--- src/rtl/compare_arbiter_pkg.sv ---
// Shared definitions for the compare arbiter: op codes, FSM states,
// comparator result bit positions and the op-to-result decode.
package compare_arbiter_pkg;

    localparam logic [2:0] OP_SLTU = 3'd0;
    localparam logic [2:0] OP_SLT  = 3'd1;
    localparam logic [2:0] OP_EQ   = 3'd2;
    localparam logic [2:0] OP_NE   = 3'd3;
    localparam logic [2:0] OP_LTU  = 3'd4;
    localparam logic [2:0] OP_GEU  = 3'd5;
    localparam logic [2:0] OP_LT   = 3'd6;
    localparam logic [2:0] OP_GE   = 3'd7;

    typedef enum logic [1:0] {
        IDLE = 2'd0,
        COMP = 2'd1,
        RESP = 2'd2
    } state_e;

    localparam int CMP_LT = 2;
    localparam int CMP_EQ = 1;
    localparam int CMP_GT = 0;

    function automatic logic op_is_signed(input logic [2:0] op);
        return (op == OP_SLT) || (op == OP_LT) || (op == OP_GE);
    endfunction

    // "Greater or equal" is formed as eq|gt, which is the same as !lt.
    function automatic logic op_result(input logic [2:0] op, input logic [2:0] cmp);
        logic r;
        case (op)
            OP_SLTU, OP_SLT, OP_LTU, OP_LT: r = cmp[CMP_LT];
            OP_EQ:                          r = cmp[CMP_EQ];
            OP_NE:                          r = ~cmp[CMP_EQ];
            OP_GEU, OP_GE:                  r = cmp[CMP_EQ] | cmp[CMP_GT];
            default:                        r = 1'b0;
        endcase
        return r;
    endfunction

endpackage

--- src/rtl/comparator.sv ---
// Unsigned magnitude comparator producing the {lt,eq,gt} result vector.
module comparator
    import compare_arbiter_pkg::*;
#(
    parameter int WIDTH = 32
) (
    input  logic [WIDTH-1:0] a,
    input  logic [WIDTH-1:0] b,
    output logic [2:0]       res
);

    // Pure combinational compare of the two operands.
    always_comb begin
        res         = 3'b000;
        res[CMP_LT] = (a < b);
        res[CMP_EQ] = (a == b);
        res[CMP_GT] = (a > b);
    end

endmodule

--- src/rtl/rr_picker.sv ---
// Round-robin picker: first valid requester at or after ptr, wrapping,
// returned both one-hot and as an index.
module rr_picker #(
    parameter int NUM_REQ = 2,
    parameter int IDW     = 1
) (
    input  logic [NUM_REQ-1:0] valid,
    input  logic [IDW-1:0]     ptr,
    output logic [NUM_REQ-1:0] grant,
    output logic [IDW-1:0]     grant_id
);

    localparam int SW = IDW + 1;
    localparam logic [SW-1:0] N_S = SW'(NUM_REQ);

    // Scan requesters in priority order starting at ptr.
    always_comb begin
        logic          found;
        logic          hit;
        logic [SW-1:0] sum;
        logic [IDW-1:0] idx;
        grant    = '0;
        grant_id = '0;
        found    = 1'b0;
        hit      = 1'b0;
        sum      = '0;
        idx      = '0;
        for (int i = 0; i < NUM_REQ; i++) begin
            sum        = {1'b0, ptr} + SW'(i);
            idx        = (sum >= N_S) ? IDW'(sum - N_S) : IDW'(sum);
            hit        = ~found & valid[idx];
            grant[idx] = grant[idx] | hit;
            grant_id   = hit ? idx : grant_id;
            found      = found | hit;
        end
    end

endmodule

--- src/rtl/compare_arbiter.sv ---
// Round-robin shared comparator: accept a request in IDLE, compare in COMP,
// hold the 0/1 result in RESP until the owning requester accepts it.
module compare_arbiter
    import compare_arbiter_pkg::*;
#(
    parameter int NUM_REQ = 2,
    parameter int WIDTH   = 32
) (
    input  logic                       iClk,
    input  logic                       iRstN,
    input  logic [NUM_REQ-1:0]         iReqValid,
    output logic [NUM_REQ-1:0]         oReqReady,
    input  logic [3*NUM_REQ-1:0]       iOp,
    input  logic [WIDTH*NUM_REQ-1:0]   iDataA,
    input  logic [WIDTH*NUM_REQ-1:0]   iDataB,
    output logic [NUM_REQ-1:0]         oRspValid,
    input  logic [NUM_REQ-1:0]         iRspReady,
    output logic [WIDTH-1:0]           oRspData,
    output logic                       oBusy
);

    localparam int IDW = (NUM_REQ > 1) ? $clog2(NUM_REQ) : 1;
    localparam logic [WIDTH-1:0]   SIGN_MASK = {1'b1, {(WIDTH-1){1'b0}}};
    localparam logic [NUM_REQ-1:0] ONE_HOT0  = {{(NUM_REQ-1){1'b0}}, 1'b1};
    localparam logic [IDW-1:0]     LAST_ID   = IDW'(NUM_REQ - 1);

    state_e               state_q, state_d;
    logic [IDW-1:0]       rr_ptr_q, rr_ptr_d;
    logic [IDW-1:0]       grant_id_q, grant_id_d;
    logic [2:0]           op_q, op_d;
    logic [WIDTH-1:0]     a_q, a_d, b_q, b_d;
    logic [NUM_REQ-1:0]   rsp_valid_q, rsp_valid_d;
    logic [WIDTH-1:0]     rsp_data_q, rsp_data_d;
    logic                 busy_q, busy_d;

    logic [NUM_REQ-1:0]   pick_grant_s;
    logic [IDW-1:0]       pick_id_s;
    logic [WIDTH-1:0]     cmp_a_s, cmp_b_s;
    logic [2:0]           cmp_res_s;
    logic [2:0]           op_arr_s [NUM_REQ];
    logic [WIDTH-1:0]     a_arr_s  [NUM_REQ];
    logic [WIDTH-1:0]     b_arr_s  [NUM_REQ];

    for (genvar k = 0; k < NUM_REQ; k++) begin : g_slice
        assign op_arr_s[k] = iOp[3*k +: 3];
        assign a_arr_s[k]  = iDataA[WIDTH*k +: WIDTH];
        assign b_arr_s[k]  = iDataB[WIDTH*k +: WIDTH];
    end

    rr_picker #(
        .NUM_REQ (NUM_REQ),
        .IDW     (IDW)
    ) u_rr_picker (
        .valid    (iReqValid),
        .ptr      (rr_ptr_q),
        .grant    (pick_grant_s),
        .grant_id (pick_id_s)
    );

    // Grant is only offered in IDLE and never while reset is asserted.
    assign oReqReady = (iRstN && (state_q == IDLE)) ? pick_grant_s : '0;

    // Signed compares become unsigned by flipping the sign bit of both operands.
    always_comb begin
        if (op_is_signed(op_q)) begin
            cmp_a_s = a_q ^ SIGN_MASK;
            cmp_b_s = b_q ^ SIGN_MASK;
        end else begin
            cmp_a_s = a_q;
            cmp_b_s = b_q;
        end
    end

    comparator #(
        .WIDTH (WIDTH)
    ) u_comparator (
        .a   (cmp_a_s),
        .b   (cmp_b_s),
        .res (cmp_res_s)
    );

    // Next-state and datapath decisions for the IDLE/COMP/RESP sequence.
    always_comb begin
        state_d     = state_q;
        rr_ptr_d    = rr_ptr_q;
        grant_id_d  = grant_id_q;
        op_d        = op_q;
        a_d         = a_q;
        b_d         = b_q;
        rsp_valid_d = rsp_valid_q;
        rsp_data_d  = rsp_data_q;
        busy_d      = busy_q;
        case (state_q)
            IDLE: begin
                if (|(iReqValid & oReqReady)) begin
                    grant_id_d = pick_id_s;
                    op_d       = op_arr_s[pick_id_s];
                    a_d        = a_arr_s[pick_id_s];
                    b_d        = b_arr_s[pick_id_s];
                    busy_d     = 1'b1;
                    state_d    = COMP;
                end else begin
                    busy_d     = 1'b0;
                end
            end
            COMP: begin
                rsp_data_d  = {{(WIDTH-1){1'b0}}, op_result(op_q, cmp_res_s)};
                rsp_valid_d = ONE_HOT0 << grant_id_q;
                state_d     = RESP;
            end
            RESP: begin
                if (iRspReady[grant_id_q]) begin
                    rsp_valid_d = '0;
                    rsp_data_d  = '0;
                    busy_d      = 1'b0;
                    rr_ptr_d    = (grant_id_q == LAST_ID) ? '0 : grant_id_q + 1'b1;
                    state_d     = IDLE;
                end else begin
                    state_d     = RESP;
                end
            end
            default: begin
                rsp_valid_d = '0;
                rsp_data_d  = '0;
                busy_d      = 1'b0;
                state_d     = IDLE;
            end
        endcase
    end

    // State and datapath registers with synchronous active-low reset.
    always_ff @(posedge iClk) begin
        if (!iRstN) begin
            state_q     <= IDLE;
            rr_ptr_q    <= '0;
            grant_id_q  <= '0;
            op_q        <= 3'd0;
            a_q         <= '0;
            b_q         <= '0;
            rsp_valid_q <= '0;
            rsp_data_q  <= '0;
            busy_q      <= 1'b0;
        end else begin
            state_q     <= state_d;
            rr_ptr_q    <= rr_ptr_d;
            grant_id_q  <= grant_id_d;
            op_q        <= op_d;
            a_q         <= a_d;
            b_q         <= b_d;
            rsp_valid_q <= rsp_valid_d;
            rsp_data_q  <= rsp_data_d;
            busy_q      <= busy_d;
        end
    end

    assign oRspValid = rsp_valid_q;
    assign oRspData  = rsp_data_q;
    assign oBusy     = busy_q;

endmodule

--- config.mk ---
export PLATFORM = sky130hd
export DESIGN_NAME = compare_arbiter
export DESIGN_NICKNAME = d
export VERILOG_FILES = /design/src/rtl/compare_arbiter_pkg.sv /design/src/rtl/comparator.sv /design/src/rtl/rr_picker.sv /design/src/rtl/compare_arbiter.sv
export SDC_FILE = /design/constraint.sdc
export NUM_CORES = 1
export LEC_CHECK = 0
export CAP_MARGIN = 15
export CORE_MARGIN = 1
export CORE_UTILIZATION = 45
export CTS_CLUSTER_SIZE = 16
export DETAILED_ROUTE_END_ITERATION = 10
export PLACE_DENSITY = 0.87
export REMOVE_ABC_BUFFERS = 1
export SLEW_MARGIN = 25
export SYNTH_ARGS = -nofsm -noshare
export SYNTH_HDL_FRONTEND = slang
export SYNTH_SLANG_ARGS = --single-unit
--- constraint.sdc ---
create_clock -name iClk -period 3.07 [get_ports iClk]
set_clock_uncertainty 0.2 [all_clocks]
set_input_delay 0.614 -clock iClk [delete_from_list [all_inputs] [get_ports iClk]]
set_output_delay 0.614 -clock iClk [all_outputs]
set_load 0.02 [all_outputs]
==> impl_metrics.prom <==
# TYPE chip_impl_metric gauge
chip_impl_metric{name="worst_ep_required",unit="ns"} 2.26
chip_impl_metric{name="flip_flop_and_latch_count_after_synthesis",unit=""} 75
chip_impl_metric{name="fin_ws",unit="ns"} 0.0941
chip_impl_metric{name="first_global_vias",unit=""} 3622
chip_impl_metric{name="detailed_place_hpwl",unit="um"} 7440
chip_impl_metric{name="peakVddDrop",unit="mV"} 0.213
chip_impl_metric{name="synth_area",unit="um2"} 4590
chip_impl_info{name="reg2reg_to",value="oRspData[0]$_SDFFE_PN0P_"} 1
chip_impl_metric{name="floorplan.io_pins",unit=""} 177
chip_impl_metric{name="area_growth",unit="%"} 35.5
chip_impl_metric{name="route.detailed.vias_per_inst",unit=""} 5.06
chip_impl_metric{name="grt_antenna_before_repair",unit=""} 0
chip_impl_info{name="critPathLaunch",value="iReqValid[1]"} 1
chip_impl_metric{name="p_per_area",unit="nW/um2"} 472
chip_impl_metric{name="place.gp.congestion",unit=""} 0.740
chip_impl_metric{name="chipWidth",unit="um"} 103
chip_impl_metric{name="grt_usage",unit="%"} 18.5
chip_impl_info{name="rsz0062_at_grt",value="no"} 1
chip_impl_metric{name="worst_setup_hold_path_clk_slew",unit="ns"} 0.07
chip_impl_info{name="rr_startpoint",value="b_q[7]$_SDFFE_PN0P_"} 1
chip_impl_metric{name="drt_iter0_markers",unit=""} 82
chip_impl_metric{name="via_count",unit=""} 3894
chip_impl_metric{name="cts_buffers",unit=""} 9
chip_impl_metric{name="setup-violations-final",unit=""} 0
chip_impl_metric{name="timing.slew.headroom",unit="%"} 53.9
chip_impl_metric{name="timing.fmax",unit="GHz"} 0.336
chip_impl_info{name="setup.worst_path.end_class",value="output port"} 1
chip_impl_metric{name="ant_nets",unit=""} 0
chip_impl_info{name="run_status",value="completed"} 1
chip_impl_metric{name="synth_sequential_area_ratio",unit="%"} 32.7
chip_impl_metric{name="core_area",unit="um2"} 9820
chip_impl_metric{name="final.fill_count",unit=""} 844
chip_impl_metric{name="timing.reg2reg.worst_path_depth",unit=""} 10
chip_impl_info{name="clock_tree.root_cell",value="clkbuf_8"} 1
chip_impl_metric{name="syn_area_per_cell",unit="um2"} 9.16
chip_impl_metric{name="clk_path_buf_depth",unit=""} 2
chip_impl_metric{name="final_util",unit="%"} 63.3
chip_impl_metric{name="clock_latency_of_the_later_clocked_register_in_the_worst_skew_pair",unit="ns"} 0.33
chip_impl_metric{name="max_slew.worst_pin.slew",unit="ns"} 0.691
chip_impl_metric{name="antennaDiodeCount",unit=""} 0
chip_impl_metric{name="synth_cells",unit=""} 501
chip_impl_metric{name="cts_setup_buffers",unit=""} 0
chip_impl_metric{name="grt_pass1_wl",unit="um"} 15400
chip_impl_metric{name="io_buffer_count",unit=""} 145
chip_impl_metric{name="floorplan.rows",unit=""} 36
chip_impl_info{name="crit_type",value="in2out"} 1
chip_impl_metric{name="yosys.cell_types.count",unit=""} 46
chip_impl_metric{name="timing_hold_violations_final",unit=""} 0
chip_impl_metric{name="detailedPlace.worstSlack",unit="ns"} 0.0216
chip_impl_metric{name="post_route_cells_drive_above_1_share",unit="%"} 5.35
chip_impl_metric{name="detail_route.first_pass.iterations",unit=""} 6
chip_impl_metric{name="die_area",unit="um2"} 10600
chip_impl_metric{name="synth_enable_flop_cells",unit=""} 0
chip_impl_metric{name="drc",unit=""} 0
chip_impl_metric{name="power_leakage",unit="nW"} 3.37
chip_impl_metric{name="max_cap_violations",unit=""} 0
chip_impl_metric{name="die_h",unit="um"} 103
chip_impl_metric{name="drt-total-wl",unit="um"} 9720
chip_impl_metric{name="slew_violations",unit=""} 0
chip_impl_info{name="worst_hold_class",value="reg2reg"} 1
chip_impl_metric{name="clkSinkCount",unit=""} 75
chip_impl_info{name="synthFlopType",value="dfxtp_1"} 1
chip_impl_metric{name="grt_overflow_total",unit=""} 0
chip_impl_metric{name="worst-endpoint-arrival",unit="ns"} 2.16
chip_impl_metric{name="multi_input_area",unit="um2"} 2690
chip_impl_metric{name="grt_max_degree",unit=""} 70
chip_impl_metric{name="period_needed",unit="ns"} 2.98
chip_impl_metric{name="maximum_net_fanout_on_the_critical_path",unit=""} 2
chip_impl_metric{name="r2r_slack",unit="ns"} 0.56
chip_impl_info{name="critical_path.endpoint",value="oReqReady[1]"} 1
chip_impl_info{name="worstSetupStartpointType",value="input pin"} 1
chip_impl_metric{name="initial_utilization",unit="%"} 46.7
chip_impl_metric{name="nNetsFinal",unit=""} 804
chip_impl_metric{name="min_period_over_period",unit="%"} 96.9
chip_impl_metric{name="area.sequential",unit="um2"} 1500
chip_impl_metric{name="route.detailed.wl_per_inst",unit="um"} 12.6
chip_impl_info{name="clock_tree_from_tritoncts",value="built"} 1
chip_impl_metric{name="synth_async_sr_flop_share",unit="%"} 0
chip_impl_metric{name="synthesis.yosys.warnings",unit=""} 0
chip_impl_metric{name="cts.htree.levels",unit=""} 3
## state kept, by name, summed over array words and instances (netlist names)
| name | count |
|---|---|
| b_q | 32 |
| a_q | 32 |
| oBusy | 1 |
| op_q | 3 |
| grant_id_q | 1 |
| rr_ptr_q | 1 |
| oRspData | 1 |
| state_q | 2 |
| oRspValid | 2 |
## synth_stat cells, drive strengths merged, types with 2 or more instances
cell     n  area [um2]
dfxtp   75        1500
nand3    6        30.0
inv     35         131
a2111o   2        22.5
and2     3        18.8
nor4     3        18.8
a221oi   2        23.8
nand4    6        37.5
nor2b    6        37.5
a211oi   3        37.5
buf     54         362
mux2i   67         671
o21ai    5        25.0
nor2    10        40.0
and4     2        17.5
a22oi    2        15.0
a21oi   16        87.6
o211a   64         641
ha      31         388
clkbuf   8        30.0
nand2   81         304
o211ai   4        30.0
## critical path, stage by stage
cell and delay, ns:
clkdlybuf4s50_1 0.52, o21ai_4 0.09, nor4_1 0.26, clkdlybuf4s50_1 0.67
## through the flow
stage	setup TNS [ns]	hold slack (ns)	instance area [um2]	power, mW	instances
after floorplan	-366.04	0.272	4310	1.90	469
final	0	0.261	6220	2.94	769
after CTS	0	0.264	6220	2.97	769
after global placement	0	0.243	6030	2.20	755
after global routing	0	0.307	6220	3.15	769
after detailed placement	0	0.247	6030	2.25	755
## layer usage
| metal | part of all wire (%) | GRT usage [%] | vias up |
|---|---|---|---|
| li1 | - | - | 1969 |
| met2 | 49 | 35.4 | 130 |
| met3 | 6.0 | 3.80 | 17 |
| met5 | 0 | 0 | - |
| met1 | 43 | 20.3 | 1778 |
| met4 | 1.6 | 5.74 | 0 |
## cell families after synthesis
group           count (synthesis)  synth area share (%)
simple gates                  124                  12.1
other cells                     1                0.0817
mux                            68                  14.9
buf+inv                        97                  11.4
compound gates                104                  20.2
xor+xnor                        1                 0.191
fa+ha+maj                      31                  8.45
flops                          75                  32.7
## cell usage in the layout (no fill, tap or decap), drive strengths merged, types with 2 or more instances in the layout
cell type      synthesis  routed
a2111o                 2       2
a211oi                 3       3
a21oi                 16      16
a221oi                 2       2
a22oi                  2       2
and2                   3       3
and4                   2       2
buf                   54       9
clkbuf                 8      11
clkdlybuf4s50          0     143
clkinv                 0       2
conb                   1      31
dfxtp                 75      75
ha                    31      31
inv                   35      35
mux2i                 67      67
nand2                 81      81
nand3                  6       6
nand4                  6       6
nor2                  10      10
nor2b                  6       6
nor4                   3       3
o211a                 64      64
o211ai                 4       4
o21ai                  5       5
## power breakdown
part           internal, mW  switching, mW  leakage, nW
sequential             1.11         0.0888        0.619
clock                 0.387          0.332       0.0950
combinational         0.533          0.486         2.65
total                  2.03          0.907         3.37
## final cells by class
class	count	area share, %
Timing Repair Buffer	153	24.9
Multi-Input combinational cell	359	43.3
Sequential cell	75	24.1
Clock buffer	11	2.27
Clock inverter	3	0.644
Inverter	35	2.11
Tap cell	133	2.68
## worst min-delay path by stage
stage | from | endpoint | slack (ns) | depth (start not counted)
CTS | oBusy$_SDFFE_PN0P_ | oBusy$_SDFFE_PN0P_ | 0.26 | 1
global placement | oBusy$_SDFFE_PN0P_ | oBusy$_SDFFE_PN0P_ | 0.24 | 1
detailed placement | oBusy$_SDFFE_PN0P_ | oBusy$_SDFFE_PN0P_ | 0.25 | 1
global route | oBusy$_SDFFE_PN0P_ | oBusy$_SDFFE_PN0P_ | 0.31 | 1
finish | oBusy$_SDFFE_PN0P_ | oBusy$_SDFFE_PN0P_ | 0.26 | 1
floorplan | a_q[0]$_SDFFE_PN0P_ | a_q[0]$_SDFFE_PN0P_ | 0.27 | 1
## what timing repair did
action | 4_1_cts | 5_1_grt
setup endpoints to repair | 0 | 1
hold buffers | 0 | 0
gates resized for setup | 0 | 1
No activity file was read; power rests on OpenSTA's default activity.
